### config.mk
export PLATFORM = sky130hd
export DESIGN_NAME = rr_enc_arbiter
export DESIGN_NICKNAME = d
export VERILOG_FILES = /design/src/rtl/rr_enc_arbiter_pkg.sv /design/src/rtl/rr_enc_arbiter_pick.sv /design/src/rtl/rr_enc_arbiter.sv
export SDC_FILE = /design/constraint.sdc
export NUM_CORES = 1
export LEC_CHECK = 0
export CORE_UTILIZATION = 35
export DETAILED_ROUTE_END_ITERATION = 16
export DONT_BUFFER_PORTS = 1
export PLACE_DENSITY = 0.53
export REMOVE_ABC_BUFFERS = 1
export SLEW_MARGIN = 20
export SYNTH_ARGS = -nofsm -noshare
export SYNTH_HDL_FRONTEND = slang
export SYNTH_SLANG_ARGS = --single-unit
### constraint.sdc
create_clock -name clk -period 6 [get_ports clk]
set_input_delay 1.2 -clock clk [delete_from_list [all_inputs] [get_ports clk]]
set_output_delay 1.2 -clock clk [all_outputs]
set_load 0.005 [all_outputs]
### src/rtl/rr_enc_arbiter_pkg.sv
`default_nettype none
// ============================================================================
//  Module      : rr_enc_arbiter_pkg
//  Description : Shared constants and state encoding for the round-robin
//                encoded-grant arbiter.
//  Revision    : 1.0 - initial release
// ============================================================================
package rr_enc_arbiter_pkg;

    localparam int N        = 8;
    localparam int IDXW     = 3;
    localparam int MAX_HOLD = 16;
    localparam int CW       = 5;

    typedef enum logic [0:0] {
        IDLE = 1'b0,
        BUSY = 1'b1
    } state_t;

endpackage
`default_nettype wire

### src/rtl/rr_enc_arbiter_pick.sv
`default_nettype none
// ============================================================================
//  Module      : rr_pick
//  Description : Combinational rotating priority encoder; returns the first
//                set request at or after ptr, wrapping N-1 -> 0.
//  Revision    : 1.0 - initial release
// ============================================================================
module rr_pick
    import rr_enc_arbiter_pkg::*;
(
    input  logic [N-1:0]    req,
    input  logic [IDXW-1:0] ptr,
    output logic            any,
    output logic [IDXW-1:0] win_idx
);

    localparam int PW = IDXW + 1;

    logic [PW-1:0] w_pos;

    always_comb begin
        any     = 1'b0;
        win_idx = '0;
        w_pos   = '0;
        for (int i = 0; i < N; i++) begin
            // One extra bit so the modulo-N wrap also works for non power-of-two N
            w_pos = PW'(ptr) + PW'(i);
            if (w_pos >= PW'(N)) begin
                w_pos = w_pos - PW'(N);
            end
            if (!any && req[w_pos[IDXW-1:0]]) begin
                any     = 1'b1;
                win_idx = w_pos[IDXW-1:0];
            end
        end
    end

endmodule
`default_nettype wire

### src/rtl/rr_enc_arbiter.sv
`default_nettype none
// ============================================================================
//  Module      : rr_enc_arbiter
//  Description : Round-robin arbiter for N requesters with one-hot grant,
//                binary grant index and a hold-time limit with timeout pulse.
//  Revision    : 1.0 - initial release
// ============================================================================
module rr_enc_arbiter
    import rr_enc_arbiter_pkg::*;
(
    input  logic            clk,
    input  logic            rst,
    input  logic            en,
    input  logic [N-1:0]    req,
    output logic [N-1:0]    gnt,
    output logic [IDXW-1:0] gnt_idx,
    output logic            gnt_vld,
    output logic            timeout
);

    state_t          r_state;
    state_t          w_state_nxt;
    logic [IDXW-1:0] r_ptr;
    logic [IDXW-1:0] w_ptr_nxt;
    logic [IDXW-1:0] r_gnt_idx;
    logic [IDXW-1:0] w_gnt_idx_nxt;
    logic [N-1:0]    r_gnt;
    logic [N-1:0]    w_gnt_nxt;
    logic [CW-1:0]   r_cnt;
    logic [CW-1:0]   w_cnt_nxt;
    logic            r_timeout;
    logic            w_timeout_nxt;

    logic            w_any;
    logic [IDXW-1:0] w_win_idx;
    logic            w_own;
    logic            w_at_limit;

    rr_pick u_pick (
        .req     (req),
        .ptr     (r_ptr),
        .any     (w_any),
        .win_idx (w_win_idx)
    );

    assign w_own      = req[r_gnt_idx];
    assign w_at_limit = (r_cnt == CW'(MAX_HOLD));

    always_comb begin
        w_state_nxt   = r_state;
        w_ptr_nxt     = r_ptr;
        w_gnt_idx_nxt = r_gnt_idx;
        w_gnt_nxt     = r_gnt;
        w_cnt_nxt     = r_cnt;
        w_timeout_nxt = 1'b0;
        case (r_state)
            IDLE: begin
                if (en && w_any) begin
                    w_state_nxt   = BUSY;
                    w_gnt_nxt     = N'(1) << w_win_idx;
                    w_gnt_idx_nxt = w_win_idx;
                    w_cnt_nxt     = CW'(1);
                end
            end
            BUSY: begin
                if (w_own && en && !w_at_limit) begin
                    w_cnt_nxt = r_cnt + CW'(1);
                end else begin
                    // Any release rotates priority past the owner
                    w_state_nxt   = IDLE;
                    w_gnt_nxt     = '0;
                    w_gnt_idx_nxt = '0;
                    w_cnt_nxt     = '0;
                    w_ptr_nxt     = (r_gnt_idx == IDXW'(N - 1)) ? '0 : r_gnt_idx + IDXW'(1);
                    w_timeout_nxt = w_own && en && w_at_limit;
                end
            end
            default: begin
                w_state_nxt   = IDLE;
                w_gnt_nxt     = '0;
                w_gnt_idx_nxt = '0;
                w_cnt_nxt     = '0;
            end
        endcase
    end

    always_ff @(posedge clk) begin
        if (rst) begin
            r_state   <= IDLE;
            r_ptr     <= '0;
            r_gnt_idx <= '0;
            r_gnt     <= '0;
            r_cnt     <= '0;
            r_timeout <= 1'b0;
        end else begin
            r_state   <= w_state_nxt;
            r_ptr     <= w_ptr_nxt;
            r_gnt_idx <= w_gnt_idx_nxt;
            r_gnt     <= w_gnt_nxt;
            r_cnt     <= w_cnt_nxt;
            r_timeout <= w_timeout_nxt;
        end
    end

    assign gnt     = r_gnt;
    assign gnt_idx = r_gnt_idx;
    assign gnt_vld = |r_gnt;
    assign timeout = r_timeout;

endmodule
`default_nettype wire

==> impl_metrics.json, run 1 <==
{
  "status": "finished clean",
  "cts_tree": "yes",
  "power_density_nw_per_um2": 201.5,
  "vias": 1648,
  "setup_ws_ns": 2.042,
  "cts.sinks": 21,
  "multi_input_area_sq_um": 1394,
  "synth_flop_cell": "dfxtp_1",
  "utilization_pct": 38.53,
  "rr_worst_depth": 9,
  "fp.dieW_microns": 75.86,
  "via_per_inst": 6.314,
  "setup-tns-final_ns": 0,
  "synth_async_sr_flop_share_pct": 0,
  "maxCapViolCount": 0,
  "design_area_sq_um": 1993,
  "max_stage_delay_ns": 0.69,
  "vdd_drop_max_uv": 187.4,
  "regToRegSetupSlack_ns": 2.04,
  "yosysTopAreaCell": "dfxtp_1",
  "drc": 0,
  "grt_max_degree": 21,
  "grt_pass1_vias": 1602,
  "leakage_nw": 0.6654,
  "ys_top_cells_by_area": "dfxtp_1 22%, mux4_2 15%, mux2i_1 5.8%",
  "port_buffers": 0,
  "placed_cell_area_sq_um": 1947,
  "cts_hold_buffers": 0,
  "reg2reg_to": "gnt[6]",
  "startpoint": "r_ptr[1]",
  "dp_hpwl_mm": 3.647,
  "yosysWarnings": 0,
  "fin_skew_ns": 0.008691,
  "clock_latency_ns": 0.26,
  "synth_cell_type_count": 62,
  "cp-start-kind": "flip-flop",
  "grt-ovfl-total": 0,
  "rsz0062_at_grt": "no",
  "avgSynthCellArea_sq_um": 9.741,
  "cts_setup_buffers": 0,
  "finalWirelength_mm": 4.809,
  "max_slew_margin_pct": 50.19,
  "setup_viol": 0,
  "cts_buffers": 3,
  "area_growth_pct": 4.390,
  "die_y_microns": 75.86,
  "hp-class": "reg2reg",
  "ioPinCount": 24,
  "fp-row-count": 26,
  "h-tree-depth": 1,
  "fmax_ghz": 0.2527,
  "place.gp.congestion": 0.8536,
  "crit_end": "gnt[6]",
  "drtPass1Iterations": 4,
  "core_area_sq_um": 5172,
  "place_worst_setup_slack_ns": 2.042,
  "n_fill_cell": 510,
  "finalPower_w": 0.0004017,
  "start_util_pct": 36.91,
  "fin_crit_ns": 3.958,
  "clk_path_buf_depth": 2,
  "yosysSeqAreaShare_pct": 22.02,
  "synth_edf_count": 0,
  "worstPathRequired_ns": 6.14,
  "path_class": "reg2reg",
  "cp-end-kind": "flip-flop",
  "grt_usage_pct": 18.16,
  "slew_viol_final": 0,
  "post-route-period-util_pct": 65.97,
  "ys_seq_elements": 21,
  "hold_viol": 0,
  "drive_gt1_share_pct": 17.80,
  "antenna_cells": 0,
  "critPathArrivalTime_ns": 4.10,
  "root_buffer": "clkbuf_8",
  "synth.top_cell.area_share_pct": 22.02,
  "antenna_left": 0,
  "grt_pass1_wl_mm": 7.997,
  "syn_inst": 196,
  "post_drt_wl_per_cell_microns": 18.43,
  "path_max_fanout": 14,
  "worst-path-buf-inv": 1,
  "nNetsFinal": 209,
  "tightest_slew_ns": 0.7456,
  "syn_area_sq_um": 1909,
  "crit_cells": 9,
  "ff_latch_area_sq_um": 420.4,
  "cts.clk_slew.worst_paths_ns": 0.08,
  "worstReg2RegStart": "r_ptr[1]",
  "critical_path.slowest_cell": "dfxtp_1",
  "die_area_sq_um": 5755,
  "drt_iter0_markers": 203,
  "crit_chain": "inv_2 -> ha_1 -> mux4_2 -> a21oi_2 -> a32oi_2 -> or4_1 -> a31oi_1 -> o22ai_1 -> a32o_1",
  "crit_family": "compound AO/OA/AOI/OAI gates",
  "antenna_found_initial": 0,
  "cts_resized": 0
}
[layout make-up]
class / instances / share of cell area, %
flip-flops and latches: 21 / 21.09
inverters: 10 / 1.883
multi-input cells: 155 / 69.93
well taps: 70 / 4.394
repair buffers: 1 / 0.3766
clock inverters: 1 / 0.2511
clock buffers: 3 / 2.072
[cell families after synthesis]
group / synth area share [%]
buf+inv: 4.980
flops: 22.02
fa+ha+maj: 3.932
mux: 28.18
simple gates: 18.42
compound gates: 21.10
xor+xnor: 1.376
[registers in the layout, indices dropped and copies added, names as in the netlist]
| signal | count |
|---|---|
| r_ptr | 3 |
| gnt | 8 |
| timeout | 1 |
| r_cnt | 5 |
| r_state | 1 |
| gnt_idx | 3 |
[how the worst min path moves through the flow]
stage	from	endpoint	slack, ns	depth (start not counted)
floorplan	r_cnt[4]	r_cnt[4]	0.45	2
detailed placement	r_cnt[4]	r_cnt[4]	0.48	2
global route	r_cnt[4]	r_cnt[4]	0.52	2
global placement	r_cnt[4]	r_cnt[4]	0.48	2
CTS	r_cnt[4]	r_cnt[4]	0.50	2
finish	r_cnt[4]	r_cnt[4]	0.49	2
[synthesized netlist by cell type (3+ instances only)]
cell and number:
dfxtp_1 21, nand2_1 15, mux4_2 13, a21oi_1 11
mux2i_1 11, inv_1 8, nand3_1 7, a32o_1 6
ha_1 6, o21ai_1 5, a22o_1 4, buf_2 4
nor2b_1 4, nor3_1 4, o2bb2ai_1 4, or3_1 4
mux2_1 3, mux2i_2 3, nand2b_1 3, nand3b_1 3
nand4_1 3, nor4_1 3
[report_power, final]
group	total [W]	internal, W	switching (W)
logic	0.000155	0.0000698	0.0000852
registers	0.000156	0.000146	0.00000988
clock network	0.0000911	0.0000462	0.0000449
[metal layers]
metal / track usage [%] / up-vias / part of all wire [%]
met5: 0 / - / 0
met3: 3.439 / 7 / 7.2
li1: - / 769 / -
met2: 30.19 / 72 / 49
met1: 23.76 / 800 / 42
met4: 5.761 / 0 / 1.6
[worst register-to-register path: stages (launching register included)]
cell and delay, ns:
dfxtp_1 0.69, inv_2 0.17, ha_1 0.69, mux4_2 0.63, a21oi_2 0.22, a32oi_2 0.16, or4_1 0.55, a31oi_1 0.23
o22ai_1 0.21, a32o_1 0.30
[cell usage in the layout, fill, tap and decap left out, types with 5 or more instances in the layout]
master   synthesis  layout
a21oi_1         11      11
a32o_1           6       6
dfxtp_1         21      21
ha_1             6       6
inv_1            8       8
mux2i_1         11      11
mux4_2          13      13
nand2_1         15      15
nand3_1          7       7
o21ai_1          5       5
[per-stage QoR]
step,std cells,hold WS [ns]
2_1_floorplan,186,0.4521
3_3_place_gp,257,0.4769
3_5_place_dp,257,0.4849
4_1_cts,261,0.4991
5_1_grt,261,0.5201
6_report,261,0.4950
No activity file was read; power rests on OpenSTA's default activity.
==> inputs of run 2 (changes only) <==
- PLACE_DENSITY: 0.53 -> 0.55
- clock period: 6 -> 3.42 ns (I/O delays scaled with it)
==> impl_metrics.json, run 2 (synthesized netlist as in run 1, its figures left out) <==
{
  "maxCapViolCount": 0,
  "nNetsFinal": 213,
  "fin_skew_ns": 0.003406,
  "tightest_slew_ns": 0.6559,
  "grt_usage_pct": 17.36,
  "port_buffers": 0,
  "status": "finished clean",
  "p_int_w": 0.0004629,
  "drtPass1Iterations": 4,
  "path_class": "reg2reg",
  "core_area_sq_um": 5172,
  "drc": 0,
  "leakage_nw": 0.6852,
  "regToRegSetupSlack_ns": 0.24,
  "met1_usage_pct": 23.88,
  "die_y_microns": 75.86,
  "grt_pass1_wl_mm": 7.603,
  "fp-row-count": 26,
  "final_cell_mix": "21 x dfxtp_1, 15 x nand2_1, 13 x mux4_2",
  "cts_hold_buffers": 0,
  "setup-tns-final_ns": 0,
  "utilization_pct": 39.11,
  "h-tree-depth": 1,
  "critical_path.slowest_cell": "nor3b_1",
  "drive_gt1_share_pct": 19.49,
  "cts.sinks": 21,
  "instances_no_fill": 265,
  "die_area_sq_um": 5755,
  "antenna_cells": 0,
  "hold_viol": 0,
  "finalWirelength_mm": 4.596,
  "hold-path-endpoint": "r_cnt[4]",
  "grt_max_degree": 21,
  "slew_viol_final": 0,
  "rr_worst_depth": 10,
  "root_buffer": "clkbuf_8",
  "use_met2_pct": 27.34,
  "n_fill_cell": 514,
  "drt_iter0_markers": 191,
  "dp_hpwl_mm": 3.466,
  "critPathArrivalTime_ns": 3.39,
  "p_sw_w": 0.0002451,
  "setup_viol": 0,
  "hp-class": "in2reg",
  "power_frac_seq_pct": 38.1,
  "vdd_drop_max_uv": 229.4,
  "post-route-period-util_pct": 93.02,
  "antenna_left": 0,
  "reg2reg_to": "gnt[7]",
  "cts.clk_slew.worst_paths_ns": 0.08,
  "grt_pass1_vias": 1524,
  "largest_reg_flops": 8,
  "grtUsageMet3_pct": 3.704,
  "antenna_found_initial": 0,
  "worstReg2RegStart": "r_ptr[0]",
  "cp-start-kind": "flip-flop",
  "clk_path_buf_depth": 2,
  "place.gp.congestion": 0.9354,
  "via_per_inst": 6.068,
  "cts_buffers": 3,
  "clock_latency_ns": 0.26,
  "fp.dieW_microns": 75.86,
  "hold_depth": 1,
  "cts_setup_buffers": 0,
  "p_sw_share_pct": 34.62,
  "vias": 1608,
  "cts_tree": "yes",
  "dp.cells": 261,
  "place_worst_setup_slack_ns": 0.3083,
  "hold_start": "rst",
  "max_stage_delay_ns": 0.58,
  "crit_family": "compound AO/OA/AOI/OAI gates",
  "cts_resized": 0,
  "worst-path-buf-inv": 2,
  "worstPathRequired_ns": 3.62,
  "top_usage_layer": "met2",
  "max_slew_margin_pct": 56.18,
  "final_common_cell": "dfxtp_1",
  "p_comb_share_pct": 39.2,
  "area_growth_pct": 5.963,
  "fin_crit_ns": 3.181,
  "path_max_fanout": 11,
  "grt-ovfl-total": 0,
  "cp-end-kind": "flip-flop",
  "start_util_pct": 36.91,
  "power_density_nw_per_um2": 350.0,
  "p_clk_share_pct": 22.7,
  "crit_chain": "inv_2 -> ha_1 -> buf_4 -> mux2i_1 -> o22a_1 -> a32oi_2 -> o31a_1 -> nor3b_1 -> and2_2 -> a32o_1",
  "rsz0062_at_grt": "no",
  "setup_ws_ns": 0.2387,
  "fmax_ghz": 0.3143,
  "post_drt_wl_per_cell_microns": 17.34,
  "ioPinCount": 24
}
[run 2: changes by cell type in the layout (fill, tap and decap cells not counted), sizes merged]
cell / delta
buf: +4
[run 2: layer usage]
| metal | wire [microns] | up-vias |
|---|---|---|
| li1 | - | 780 |
| met1 | 2150 | 779 |
| met2 | 2191 | 41 |
| met3 | 182 | 8 |
| met4 | 71 | 0 |
| met5 | 0 | - |
[run 2: worst max-delay path by stage]
stage                        start      to  slack (ns)  cells past startpoint
after floorplan           r_ptr[0]  gnt[4]       -0.31                      9
after global placement    r_ptr[0]  gnt[4]        0.31                      8
after detailed placement  r_ptr[0]  gnt[4]        0.31                      8
after CTS                 r_ptr[0]  gnt[5]        0.29                     10
after global routing      r_ptr[0]  gnt[1]        0.02                      9
final                     r_ptr[0]  gnt[7]        0.24                     10
[run 2: worst register-to-register path, delay by kind of cell, from the launching register on]
kind | cells | cell delay (ns)
AOI/OAI and AO/OA | 4 | 1.10
adders and majority gates | 1 | 0.37
buffers and inverters | 2 | 0.28
DFF | 1 | 0.34
muxes | 1 | 0.16
and+or+nand+nor | 2 | 0.88
[run 2: final cells by class]
class | instances | area, sq um | area share (%)
clock buffers | 3 | 41.29 | 2.041
clock inverters | 1 | 5.005 | 0.2474
inverters | 10 | 37.54 | 1.855
multi-input cells | 155 | 1394 | 68.89
flip-flops and latches | 21 | 420.4 | 20.78
well taps | 70 | 87.58 | 4.329
repair buffers | 5 | 37.54 | 1.855
[run 2: through the flow]
| step | power (W) | hold WS [ns] | area [sq um] |
|---|---|---|---|
| 4_1_cts | 0.0007133 | 0.4735 | 2023 |
| 3_5_place_dp | 0.0005505 | 0.4807 | 1977 |
| 6_report | 0.0007081 | 0.4827 | 2023 |
| 2_1_floorplan | 0.0004931 | 0.4521 | 1852 |
| 5_1_grt | 0.0007560 | 0.4652 | 2023 |
| 3_3_place_gp | 0.0005534 | 0.4791 | 1977 |
[run 2: power groups by stage]
| stage | logic (W) | clock network (W) | registers [W] |
|---|---|---|---|
| 2_1_floorplan | 0.000213 | 0 | 0.000281 |
| 6_report | 0.000278 | 0.000161 | 0.000270 |
| 3_5_place_dp | 0.000274 | 0 | 0.000276 |
| 3_3_place_gp | 0.000277 | 0 | 0.000277 |
| 4_1_cts | 0.000275 | 0.000168 | 0.000271 |
| 5_1_grt | 0.000304 | 0.000179 | 0.000273 |
